<file path="src/rtl/memory_access_stage.sv">
// RV64 memory access stage: one outstanding req/ack access, lane placement,
// load extension, misalignment trap and registered writeback outputs.
module memory_access_stage (
  input  logic        clk_in,
  input  logic        rst_n_in,
  input  logic [63:0] alu_result_in,
  input  logic [63:0] rs2_value_in,
  input  logic [4:0]  rd_in,
  input  logic [2:0]  width_signal_in,
  input  logic        rd_write_signal_in,
  input  logic        read_signal_in,
  input  logic        write_signal_in,
  input  logic        wb_src_signal_in,
  input  logic        valid_instr_signal_in,
  input  logic        flush_signal_in,
  input  logic [63:0] mem_rdata_in,
  input  logic        mem_ack_in,
  output logic        mem_req_out,
  output logic        mem_we_out,
  output logic [63:0] mem_addr_out,
  output logic [63:0] mem_wdata_out,
  output logic [7:0]  mem_wstrb_out,
  output logic        stall_signal_out,
  output logic [63:0] wb_data_out,
  output logic [4:0]  rd_out,
  output logic        rd_write_signal_out,
  output logic        valid_instr_signal_out,
  output logic        misaligned_signal_out,
  output logic [63:0] bad_addr_out
);

  localparam logic [0:0] IDLE = 1'b0;
  localparam logic [0:0] BUSY = 1'b1;

  logic [0:0]  state;
  logic [63:0] lat_addr;
  logic [2:0]  lat_width;
  logic [4:0]  lat_rd;
  logic        lat_rd_write;
  logic        lat_wb_src;
  logic        lat_valid;

  logic        mem_op;
  logic        misaligned;
  logic [63:0] st_wdata;
  logic [7:0]  st_wstrb;
  logic [63:0] shifted;
  logic [63:0] load_data;
  logic [63:0] wb_value;

  assign mem_op = (read_signal_in | write_signal_in)
                & ~flush_signal_in;
  assign mem_req_out = (state == BUSY);

  always_comb begin
    misaligned = 1'b0;
    st_wdata   = rs2_value_in;
    st_wstrb   = 8'hFF;
    unique case (1'b1)
      (width_signal_in[1:0] == 2'b00): begin
        st_wdata = {8{rs2_value_in[7:0]}};
        st_wstrb = 8'h01 << alu_result_in[2:0];
      end
      (width_signal_in[1:0] == 2'b01): begin
        misaligned = alu_result_in[0];
        st_wdata   = {4{rs2_value_in[15:0]}};
        st_wstrb   = 8'h03 << alu_result_in[2:0];
      end
      (width_signal_in[1:0] == 2'b10): begin
        misaligned = |alu_result_in[1:0];
        st_wdata   = {2{rs2_value_in[31:0]}};
        st_wstrb   = 8'h0F << alu_result_in[2:0];
      end
      (width_signal_in[1:0] == 2'b11): begin
        misaligned = |alu_result_in[2:0];
      end
    endcase
  end

  always_comb begin
    shifted   = mem_rdata_in >> {lat_addr[2:0], 3'b000};
    load_data = shifted;
    unique case (1'b1)
      (lat_width[1:0] == 2'b00):
        load_data = {{56{shifted[7] & ~lat_width[2]}},
                     shifted[7:0]};
      (lat_width[1:0] == 2'b01):
        load_data = {{48{shifted[15] & ~lat_width[2]}},
                     shifted[15:0]};
      (lat_width[1:0] == 2'b10):
        load_data = {{32{shifted[31] & ~lat_width[2]}},
                     shifted[31:0]};
      (lat_width[1:0] == 2'b11):
        load_data = shifted;
    endcase
    wb_value = lat_wb_src ? load_data : lat_addr;
  end

  always_comb begin
    stall_signal_out = 1'b0;
    if (state == BUSY)
      stall_signal_out = ~mem_ack_in;
    else
      stall_signal_out = mem_op & ~misaligned;
  end

  always_ff @(posedge clk_in or negedge rst_n_in) begin
    if (!rst_n_in) begin
      state                  <= IDLE;
      lat_addr               <= '0;
      lat_width              <= '0;
      lat_rd                 <= '0;
      lat_rd_write           <= 1'b0;
      lat_wb_src             <= 1'b0;
      lat_valid              <= 1'b0;
      mem_we_out             <= 1'b0;
      mem_addr_out           <= '0;
      mem_wdata_out          <= '0;
      mem_wstrb_out          <= '0;
      wb_data_out            <= '0;
      rd_out                 <= '0;
      rd_write_signal_out    <= 1'b0;
      valid_instr_signal_out <= 1'b0;
      misaligned_signal_out  <= 1'b0;
      bad_addr_out           <= '0;
    end else if (state == IDLE) begin
      misaligned_signal_out <= 1'b0;
      rd_out                <= rd_in;
      wb_data_out           <= alu_result_in;
      if (mem_op && !misaligned) begin
        state                  <= BUSY;
        lat_addr               <= alu_result_in;
        lat_width              <= width_signal_in;
        lat_rd                 <= rd_in;
        lat_rd_write           <= rd_write_signal_in
                                & ~write_signal_in;
        lat_wb_src             <= wb_src_signal_in;
        lat_valid              <= valid_instr_signal_in
                                | write_signal_in;
        mem_we_out             <= write_signal_in;
        mem_addr_out           <= {alu_result_in[63:3], 3'b000};
        mem_wdata_out          <= st_wdata;
        mem_wstrb_out          <= write_signal_in ? st_wstrb : 8'h00;
        rd_write_signal_out    <= 1'b0;
        valid_instr_signal_out <= 1'b0;
      end else if (mem_op) begin
        misaligned_signal_out  <= 1'b1;
        bad_addr_out           <= alu_result_in;
        rd_write_signal_out    <= 1'b0;
        valid_instr_signal_out <= 1'b0;
      end else begin
        rd_write_signal_out    <= rd_write_signal_in
                                & ~flush_signal_in;
        valid_instr_signal_out <= valid_instr_signal_in
                                & ~flush_signal_in;
      end
    end else if (mem_ack_in) begin
      state                  <= IDLE;
      wb_data_out            <= wb_value;
      rd_out                 <= lat_rd;
      rd_write_signal_out    <= lat_rd_write;
      valid_instr_signal_out <= lat_valid;
    end
  end

endmodule
</file>
<file path="config.mk">
export PLATFORM = sky130hd
export DESIGN_NAME = memory_access_stage
export DESIGN_NICKNAME = d
export VERILOG_FILES = /design/src/rtl/memory_access_stage.sv
export SDC_FILE = /design/constraint.sdc
export NUM_CORES = 1
export LEC_CHECK = 0
export ABC_AREA = 0
export CORE_MARGIN = 1.5
export CORE_UTILIZATION = 43
export CTS_CLUSTER_DIAMETER = 120
export DETAILED_ROUTE_END_ITERATION = 8
export GPL_ROUTABILITY_DRIVEN = 0
export PLACE_DENSITY = 0.75
export SYNTH_ARGS = -nofsm -noshare
export SYNTH_HDL_FRONTEND = slang
export SYNTH_SLANG_ARGS = --single-unit
</file>
<file path="constraint.sdc">
create_clock -name clk_in -period 5.42 [get_ports clk_in]
set_clock_uncertainty 0.15 [all_clocks]
set_input_delay 1.084 -clock clk_in [delete_from_list [all_inputs] [get_ports clk_in]]
set_output_delay 1.084 -clock clk_in [all_outputs]
set_load 0.05 [all_outputs]
</file>
* Yosys cells after proc, flatten, opt, wreduce, memory -nomap -nowiden
Cells that the tools add are included.
** Operators by class
- Add/subtract/negate cells :: 0
- Multiply operators :: 0
- Divide/modulo/power cells :: 0
- Order comparisons :: 0
- Eq/ne operators :: 7
- Shift-type cells :: 4
- Muxes and demuxes :: 24
- Bitwise gates (word level) :: 17
- Reduce and logical (&&, ||, !) cells :: 8
** Operator list (count)
- $pmux 64 s4 :: 1
- $mux 64 :: 3
- $pmux 64 s3 :: 1
- $shr 64x6->64 :: 1
- $pmux 8 s3 :: 1
- $mux 1 :: 14
- $mux 5 :: 2
- $and 1x1->1 :: 8
- $eq 2x2->1 const B :: 4
- $mux 8 :: 1
- $shl 1x3->8 const A :: 1
- $shl 2x3->8 const A :: 1
- $shl 4x3->8 const A :: 1
- $not 1->1 :: 7
- $eq 2x1->1 const B :: 2
- $logic_not 2->1 :: 2
- $pmux 1 s3 :: 1
- $reduce_and 3->1 :: 1
- $reduce_or 3->1 :: 1
- $ne 2x2->1 const B :: 1
- $or 1x1->1 :: 2
- $reduce_and 2->1 :: 1
- $reduce_or 2->1 :: 1
- $logic_and 1x1->1 :: 1
- $logic_not 1->1 :: 1
** Word-level totals
- Bits in registers :: 346
- Bits in latches :: 0
- RAM bits :: 0
- Bits in read-only memories :: 0
- Input bits :: 209
- Memories kept :: 0

* Logic depth before layout (Yosys ltp)
Gate-level depths: netlist (run 1).
- Word-level depth :: 6
- Gate-level depth with buffers :: 12
- Mapped depth without buffers :: 7

* Worst setup path before layout (run 1)
Ideal clock, no wire load.
- Kind :: input port to output port
- Start point :: in width_signal_in[1]
- End point :: out stall_signal_out
- Arrival time :: 2.943 ns
- Path slack :: 1.243 ns
- Stages :: 11
- Path buffers :: 5
- Cells stage by stage :: inv_1 ha_1 buf_4 or2_2 buf_6 nor2_1 o31ai_1 buf_2 buf_2 buf_2 nand2_1
** On the way
- Word-level cells in the longest chain between the ends :: 5
** Ends and longest elaborated chain
- from (decl) :: RTL line 9 : input logic [2:0] width_signal_in,
- $eq 2x2->1, or another cell as far along :: RTL line 74 : (width_signal_in[1:0] == 2'b11): begin
- $pmux 1 s3 (*) :: RTL line 59 : unique case (1'b1)
- $not 1->1 (*) :: RTL line 104 : stall_signal_out = mem_op & ~misaligned;
- $and 1x1->1 (*) :: RTL line 104
- $mux 1 (*) :: RTL line 101 : if (state == BUSY)
- to (decl) :: RTL line 23 : output logic stall_signal_out,
Every way passes the cells marked *; elsewhere a longest branch is shown, timed or not.

* Worst setup path after layout (run 1)
Ends and elaborated chain as after synthesis.

==> impl_metrics.env, run 1 <==
export IMPL_core_area_um2=34700
export IMPL_cp_data_arrival_time_ns=3.36
export IMPL_via_per_inst=5.84
export IMPL_critical_path_class="in -> out"
export IMPL_cts_setup_buffers=0
export IMPL_setup_viol=0
export IMPL_yosys_area_top_type="dfrtp_1"
export IMPL_cts_inserted_buffers=34
export IMPL_critPathSlowestCell="clkdlybuf4s50_1"
export IMPL_drv_slew=0
export IMPL_intPower_uw=6160
export IMPL_async_flop_share_pct=100
export IMPL_p_seq_share_pct=29.1
export IMPL_clock_sinks=285
export IMPL_yosysWarningCount=0
export IMPL_design_area_um2=20900
export IMPL_slew_headroom_pct=10.1
export IMPL_clock_path_buffers=3
export IMPL_tightest_slew_ns=1.33
export IMPL_num_rows=68
export IMPL_power_frac_comb_pct=49.6
export IMPL_drtAntennaViolNets=0
export IMPL_postCtsHoldBufs=0
export IMPL_max_vdd_ir_drop_v=0.000371
export IMPL_grt_ovfl_total=0
export IMPL_ys_top_cells_by_count="dfrtp_1, a21oi_1, mux2_2"
export IMPL_synth_avg_cell_area_um2=10.3
export IMPL_wirelength_um=55400
export IMPL_area_delta_synth_final_pct=37.5
export IMPL_rsz0062_at_grt="no"
export IMPL_netlist_instances=1475
export IMPL_place_ws_ns=0.832
export IMPL_syn_area_um2=15200
export IMPL_post_synth_top_count_cell="dfrtp_1"
export IMPL_h_tree_depth=2
export IMPL_ys_flop_type="dfrtp_1"
export IMPL_fmax_ghz=0.218
export IMPL_clk_latency_ns=0.52
export IMPL_die_x_um=191
export IMPL_firstDrtPassIters=6
export IMPL_hold_viol=0
export IMPL_p_leak_uw=0.00868
export IMPL_grt_pass1_vias=13400
export IMPL_drc=0
export IMPL_slowest_delay_ns=0.58
export IMPL_post_drt_wl_per_cell_um=24.0
export IMPL_end_kind="primary output"
export IMPL_status="finished, final reports clean"
export IMPL_p_sw_share_pct=45.1
export IMPL_cts_resized=0
export IMPL_cts_tree="built"
export IMPL_startpoint_type="primary input"
export IMPL_setup_worst_path_start="width_signal_in[1]"
export IMPL_dpl_cell_area_um2=19800
export IMPL_ys_types=56
export IMPL_fin_ws_ns=0.823
export IMPL_fin_setup_tns_ns=0
export IMPL_hp_start="mem_wdata_out[18]"
export IMPL_critPathMaxFanout=17
export IMPL_yosysTopAreaCellShare_pct=46.8
export IMPL_timing_rr_start="mem_req_out"
export IMPL_grt_max_degree=219
export IMPL_crit_chain="clkdlybuf4s50_1 -> inv_1 -> ha_1 -> or2_2 -> nor2_1 -> o31ai_4 -> nand2_1 -> buf_4"
export IMPL_fill_cells=2893
export IMPL_initial_core_util_pct=43.9
export IMPL_die_h_um=191
export IMPL_grt_usage_pct=29.8
export IMPL_synthTopCellsByArea="dfrtp_1, mux2_2, a21oi_1"
export IMPL_hpwl_um=40000
export IMPL_final_period_utilization_pct=84.8
export IMPL_hp_class="reg -> reg"
export IMPL_antenna_found_initial=9
export IMPL_clockRootBuffer="clkbuf_16"
export IMPL_dieArea_um2=36600
export IMPL_p_per_area_nw_per_um2=536
export IMPL_p_switching_uw=5060
export IMPL_path_clk_slew_ns=0.06
export IMPL_drt_iter0_markers=981
export IMPL_cap_violations=0
export IMPL_synth_seq_cells=285
export IMPL_required_ns=4.19
export IMPL_fin_util_pct=60.3
export IMPL_final_min_clock_period_ns=4.60
export IMPL_num_nets_final=2038
export IMPL_synth_edf_count=0
export IMPL_yosysSeqAreaShare_pct=46.8
export IMPL_vias=13500
export IMPL_drive_gt1_share_pct=13.1
export IMPL_pwr_share_clk_pct=21.4
export IMPL_io_buffers=480
export IMPL_grt_pass1_wl_um=82600
export IMPL_ios=484
==> flip-flops by register name, indices dropped and copies added, names as in the netlist <==
register,cells
bad_addr_out,64
lat_addr,64
lat_rd,5
lat_rd_write,1
lat_valid,1
lat_wb_src,1
lat_width,3
mem_req_out,1
mem_wdata_out,64
mem_we_out,1
mem_wstrb_out,8
misaligned_signal_out,1
rd_out,5
rd_write_signal_out,1
valid_instr_signal_out,1
wb_data_out,64
==> power groups by stage <==
| stage | logic (uW) | clock network (uW) | registers (uW) |
|---|---|---|---|
| 4_1_cts | 5560 | 2440 | 3260 |
| 3_5_place_dp | 5540 | 0 | 3280 |
| 6_report | 5560 | 2400 | 3260 |
| 2_1_floorplan | 2200 | 0 | 4780 |
| 3_3_place_gp | 5500 | 0 | 3250 |
| 5_1_grt | 5800 | 2530 | 3340 |
==> final timing paths <==
kind	to	slack [ns]	cells past startpoint
min in group asynchronous	bad_addr_out[62]	0.40	1
min reg2reg	mem_wdata_out[18]	0.33	2
max	stall_signal_out	0.82	8
max in group asynchronous	lat_addr[1]	3.33	2
max reg2reg	wb_data_out[10]	2.12	4
min	mem_wdata_out[18]	0.33	2
==> critical path, delay by kind of cell <==
kind / cells / cell delay [ns]
buffers and inverters: 3 / 0.93
and+or+nand+nor: 3 / 0.89
adders and majority gates: 1 / 0.36
AOI/OAI and AO/OA: 1 / 0.10
==> kinds of logic (layout without fill, tap and decap cells) <==
| group | after synthesis | in the layout | synth area share (%) |
|---|---|---|---|
| other | 1 | 10 | 0.0246 |
| and+or+nand+nor | 322 | 322 | 9.99 |
| DFF | 285 | 285 | 46.8 |
| AOI/OAI and AO/OA | 458 | 458 | 19.6 |
| adders and majority gates | 7 | 7 | 0.575 |
| muxes | 205 | 205 | 15.8 |
| buffers and inverters | 197 | 567 | 7.16 |
==> through the flow <==
step	instances	hold slack, ns	total power, uW
floorplan	1477	0.295	6980
global placement	2241	0.309	8750
detailed placement	2241	0.317	8830
CTS	2302	0.329	11300
global route	2308	0.356	11700
finish	2309	0.325	11200
==> cell type report <==
type	instances	area (um2)	share of cell area [%]
Sequential cell	285	7140	34.1
Multi-Input combinational cell	995	7060	33.7
Timing Repair Buffer	498	4970	23.8
Clock buffer	49	977	4.67
Tap cell	455	569	2.72
Clock inverter	12	183	0.872
Inverter	8	31.3	0.149
Antenna cell	7	17.5	0.0836
==> placed cells by master, fill, tap and decap left out, types with 5 or more instances in the layout <==
cell type / Yosys / final
a2111o_1: 8 / 8
a2111oi_0: 7 / 7
a211oi_1: 6 / 6
a21o_1: 11 / 11
a21oi_1: 137 / 137
a221o_1: 5 / 5
a221oi_1: 38 / 38
a222oi_1: 11 / 11
a22oi_1: 26 / 26
a2bb2oi_1: 7 / 7
buf_4: 73 / 16
clkbuf_1: 77 / 8
clkbuf_16: 0 / 34
clkbuf_8: 0 / 7
clkdlybuf4s50_1: 0 / 477
clkinv_2: 0 / 5
dfrtp_1: 285 / 281
diode_2: 0 / 7
ha_1: 7 / 6
inv_1: 8 / 7
mux2_2: 120 / 120
mux2_4: 25 / 25
mux2i_1: 53 / 53
mux4_2: 7 / 7
nand2_1: 114 / 114
nand2b_1: 13 / 13
nand3b_1: 10 / 10
nor2_1: 90 / 90
nor2b_1: 64 / 63
nor3_1: 5 / 5
nor4_1: 8 / 8
o21ai_0: 112 / 112
o22ai_1: 18 / 18
o31ai_1: 44 / 43
==> metal layers <==
metal / up-vias / part of all wire (%) / global-route usage (%)
li1: 6027 / - / -
met1: 6681 / 38 / 36.8
met2: 674 / 48 / 49.8
met3: 103 / 9.9 / 8.13
met4: 4 / 3.3 / 10.6
met5: - / 0.047 / 0
Note: power is estimated with default switching activity, not from simulation.
==> run 2: changes to the inputs <==
- clock period: 5.42 -> 4.45 ns (I/O delays scaled with it)
==> impl_metrics.env, run 2 (synthesis gave the netlist of run 1 again) <==
export IMPL_path_clk_slew_ns=0.05
export IMPL_crit_chain="clkdlybuf4s50_1 -> inv_1 -> ha_1 -> or2_2 -> nor2_1 -> o31ai_4 -> nand2_1 -> buf_4"
export IMPL_post_drt_wl_per_cell_um=24.0
export IMPL_final_period_utilization_pct=91.2
export IMPL_design_area_um2=20900
export IMPL_fmax_ghz=0.246
export IMPL_drc=0
export IMPL_tightest_slew_ns=1.24
export IMPL_startpoint_type="primary input"
export IMPL_max_vdd_ir_drop_v=0.000412
export IMPL_critical_path_class="in -> out"
export IMPL_antenna_found_initial=3
export IMPL_setup_worst_path_start="width_signal_in[0]"
export IMPL_wirelength_um=55300
export IMPL_critPathMaxFanout=17
export IMPL_final_common_cell="clkdlybuf4s50_1"
export IMPL_required_ns=3.41
export IMPL_fill_cells=2879
export IMPL_clk_latency_ns=0.52
export IMPL_drt_iter0_markers=1110
export IMPL_setup_viol=0
export IMPL_p_per_area_nw_per_um2=647
export IMPL_hp_class="in -> async"
export IMPL_area_delta_synth_final_pct=37.4
export IMPL_cts_resized=0
export IMPL_final_cells=2307
export IMPL_intPower_uw=7380
export IMPL_critPathSlowestCell="clkdlybuf4s50_1"
export IMPL_slew_headroom_pct=16.6
export IMPL_cts_tree="built"
export IMPL_dpl_cell_area_um2=19800
export IMPL_initial_core_util_pct=43.9
export IMPL_firstDrtPassIters=8
export IMPL_postCtsHoldBufs=0
export IMPL_final_cell_mix="clkdlybuf4s50_1, dfrtp_1, a21oi_1"
export IMPL_p_seq_share_pct=29.7
export IMPL_hold_viol=0
export IMPL_clock_path_buffers=3
export IMPL_timing_rr_start="lat_addr[1]"
export IMPL_die_x_um=191
export IMPL_drv_slew=0
export IMPL_core_area_um2=34700
export IMPL_fin_util_pct=60.3
export IMPL_status="finished, final reports clean"
export IMPL_cts_inserted_buffers=34
export IMPL_num_nets_final=2043
export IMPL_total_power_uw=13500
export IMPL_die_h_um=191
export IMPL_ios=484
export IMPL_final_min_clock_period_ns=4.06
export IMPL_clock_sinks=285
export IMPL_h_tree_depth=2
export IMPL_via_per_inst=5.81
export IMPL_pwr_share_clk_pct=20.5
export IMPL_hpwl_um=39800
export IMPL_grt_ovfl_total=0
export IMPL_cts_setup_buffers=0
export IMPL_vias=13400
export IMPL_io_buffers=480
export IMPL_cap_violations=0
export IMPL_power_frac_comb_pct=49.9
export IMPL_grt_pass1_vias=13300
export IMPL_grt_usage_pct=29.5
export IMPL_drive_gt1_share_pct=13.5
export IMPL_drtAntennaViolNets=0
export IMPL_fin_setup_tns_ns=0
export IMPL_end_kind="primary output"
export IMPL_dieArea_um2=36600
export IMPL_num_rows=68
export IMPL_dpl_cell_count=2246
export IMPL_p_switching_uw=6160
export IMPL_grt_pass1_wl_um=81900
export IMPL_cp_data_arrival_time_ns=3.02
export IMPL_clockRootBuffer="clkbuf_16"
export IMPL_p_sw_share_pct=45.5
export IMPL_rsz0062_at_grt="no"
export IMPL_p_leak_uw=0.00868
export IMPL_slowest_delay_ns=0.54
export IMPL_grt_max_degree=219
## run 2: final timing paths
path,end,slack [ns],cells after the start
max reg2reg,wb_data_out[21],1.37,6
min reg2reg,mem_wdata_out[31],0.32,2
max,stall_signal_out,0.39,8
min,bad_addr_out[50],0.20,1
max in group asynchronous,wb_data_out[9],2.90,2
min in group clk_in,mem_wdata_out[31],0.32,2
## run 2: power groups by stage
stage	combinational [uW]	clock (uW)	sequential (uW)
floorplan	2680	0	5820
global placement	6660	0	4000
detailed placement	6720	0	4040
CTS	6750	2820	4010
global route	7020	2940	4110
finish	6750	2770	4010
## run 2: worst max-delay path: cells and delay by family
family | cells | cell delay, ns
adder cells (fa/ha/maj) | 1 | 0.28
AND/OR/NAND/NOR | 3 | 0.85
AO/OA/AOI/OAI | 1 | 0.10
buffers and inverters | 3 | 0.89
## run 2: routing by layer
| layer | wire [um] | GRT usage (%) |
|---|---|---|
| met1 | 21300 | 36.2 |
| met2 | 26500 | 48.5 |
| met3 | 5490 | 8.70 |
| met4 | 2050 | 12.1 |
| met5 | 8 | 0 |
## run 2: final cells by class
class                           instances  area [um2]  area share (%)
Antenna cell                            2        5.00          0.0239
Clock buffer                           48        1000            4.79
Clock inverter                         11         108           0.514
Inverter                                8        31.3           0.149
Multi-Input combinational cell        995        7060            33.7
Sequential cell                       285        7140            34.1
Tap cell                              455         569            2.72
Timing Repair Buffer                  503        5020            24.0
## run 2: metrics by stage
step                hold slack, ns  setup slack [ns]
finish                       0.196             0.393
floorplan                    0.295             0.661
global route                 0.240             0.195
detailed placement           0.315             0.346
global placement             0.309             0.432
CTS                          0.240             0.364
==> run 3: changes to the inputs <==
- PLACE_DENSITY: 0.75 -> 0.77
==> impl_metrics.env, run 3 (synthesis gave the netlist of run 1 again) <==
export IMPL_grt_ovfl_total=0
export IMPL_clock_sinks=285
export IMPL_cts_inserted_buffers=31
export IMPL_p_leak_uw=0.00876
export IMPL_area_delta_synth_final_pct=38.3
export IMPL_cts_resized=0
export IMPL_cp_data_arrival_time_ns=2.97
export IMPL_via_per_inst=5.92
export IMPL_num_rows=68
export IMPL_core_area_um2=34700
export IMPL_dieArea_um2=36600
export IMPL_path_clk_slew_ns=0.07
export IMPL_final_min_clock_period_ns=4.01
export IMPL_max_vdd_ir_drop_v=0.000407
export IMPL_tightest_slew_ns=1.04
export IMPL_design_area_um2=21100
export IMPL_hold_viol=0
export IMPL_multi_input_area_um2=7060
export IMPL_firstDrtPassIters=6
export IMPL_p_per_area_nw_per_um2=651
export IMPL_timing_rr_start="lat_addr[1]"
export IMPL_cap_violations=0
export IMPL_dpl_cell_area_um2=19900
export IMPL_fin_hold_ws_ns=0.217
export IMPL_final_common_cell="clkdlybuf4s50_1"
export IMPL_r2r_cells=6
export IMPL_fill_cells=2920
export IMPL_final_cell_mix="clkdlybuf4s50_1, dfrtp_1, a21oi_1"
export IMPL_io_buffers=480
export IMPL_critical_path_class="in -> out"
export IMPL_fmax_ghz=0.249
export IMPL_postCtsHoldBufs=0
export IMPL_regArea_um2=7140
export IMPL_drive_gt1_share_pct=13.9
export IMPL_drtAntennaViolNets=0
export IMPL_hp_class="in -> async"
export IMPL_required_ns=3.41
export IMPL_fin_ws_ns=0.439
export IMPL_num_nets_final=2053
export IMPL_grt_max_degree=219
export IMPL_rsz0062_at_grt="no"
export IMPL_cts_tree="built"
export IMPL_rr_endpoint="wb_data_out[20]"
export IMPL_grt_usage_pct=29.9
export IMPL_grt_pass1_vias=13600
export IMPL_antenna_found_initial=7
export IMPL_end_kind="primary output"
export IMPL_clk_latency_ns=0.60
export IMPL_drt_iter0_markers=1257
export IMPL_status="finished, final reports clean"
export IMPL_drc=0
export IMPL_clockRootBuffer="clkbuf_16"
export IMPL_startpoint_type="primary input"
export IMPL_setup_viol=0
export IMPL_initial_core_util_pct=43.9
export IMPL_die_x_um=191
export IMPL_fin_setup_tns_ns=0
export IMPL_die_h_um=191
export IMPL_cts_setup_buffers=0
export IMPL_critPathMaxFanout=17
export IMPL_post_drt_wl_per_cell_um=24.3
export IMPL_reg2reg_setup_slack_ns=1.34
export IMPL_drv_slew=0
export IMPL_wirelength_um=56300
export IMPL_hpwl_um=40700
export IMPL_slew_headroom_pct=30.6
export IMPL_grt_pass1_wl_um=83000
export IMPL_final_period_utilization_pct=90.1
export IMPL_h_tree_depth=1
export IMPL_place_ws_ns=0.390
export IMPL_ios=484
export IMPL_clock_path_buffers=3
export IMPL_vias=13700
==> run 3: metal layers <==
metal  GRT usage (%)  routed length (um)  up-vias
li1                -                   -     6048
met1            36.2               20800     6780
met2            48.8               26300      757
met3            8.43                6190      143
met4            14.9                2950        2
met5               0                  14        -
==> run 3: per-stage QoR <==
stage,utilization [%],instances,total power (uW)
2_1_floorplan,-,1477,8510
3_3_place_gp,57.3,2259,10700
3_5_place_dp,57.3,2259,10800
4_1_cts,60.7,2315,13800
5_1_grt,60.7,2318,14300
6_report,60.7,2321,13700
==> run 3: area by class of cell <==
class / count / share of cell area, %
Sequential cell: 285 / 33.9
Multi-Input combinational cell: 995 / 33.5
Timing Repair Buffer: 516 / 24.3
Clock buffer: 42 / 4.21
Tap cell: 455 / 2.70
Clock inverter: 14 / 1.25
Inverter: 8 / 0.148
Antenna cell: 6 / 0.0713
==> run 3: critical path, cell delays in order <==
cell,delay [ns]
clkdlybuf4s50_1,0.54
inv_1,0.12
ha_1,0.28
or2_2,0.44
nor2_1,0.27
o31ai_4,0.10
nand2_1,0.11
buf_4,0.20
==> run 3: how the worst max path moves through the flow <==
stage | from | slack, ns | end | depth (start not counted)
2_1_floorplan | width_signal_in[1] | 0.66 | stall_signal_out | 11
3_3_place_gp | width_signal_in[0] | 0.49 | lat_addr[20] | 8
3_5_place_dp | width_signal_in[0] | 0.39 | lat_addr[35] | 8
4_1_cts | width_signal_in[0] | 0.44 | stall_signal_out | 8
5_1_grt | width_signal_in[0] | 0.28 | stall_signal_out | 8
6_report | width_signal_in[0] | 0.44 | stall_signal_out | 8
==> run 3: report_power, final <==
| group | total (uW) | switching (uW) | leakage (uW) | internal (uW) |
|---|---|---|---|---|
| Sequential | 4010 | 649 | 0.00345 | 3360 |
| Combinational | 6800 | 4400 | 0.00474 | 2390 |
| Clock | 2910 | 1110 | 0.000569 | 1800 |
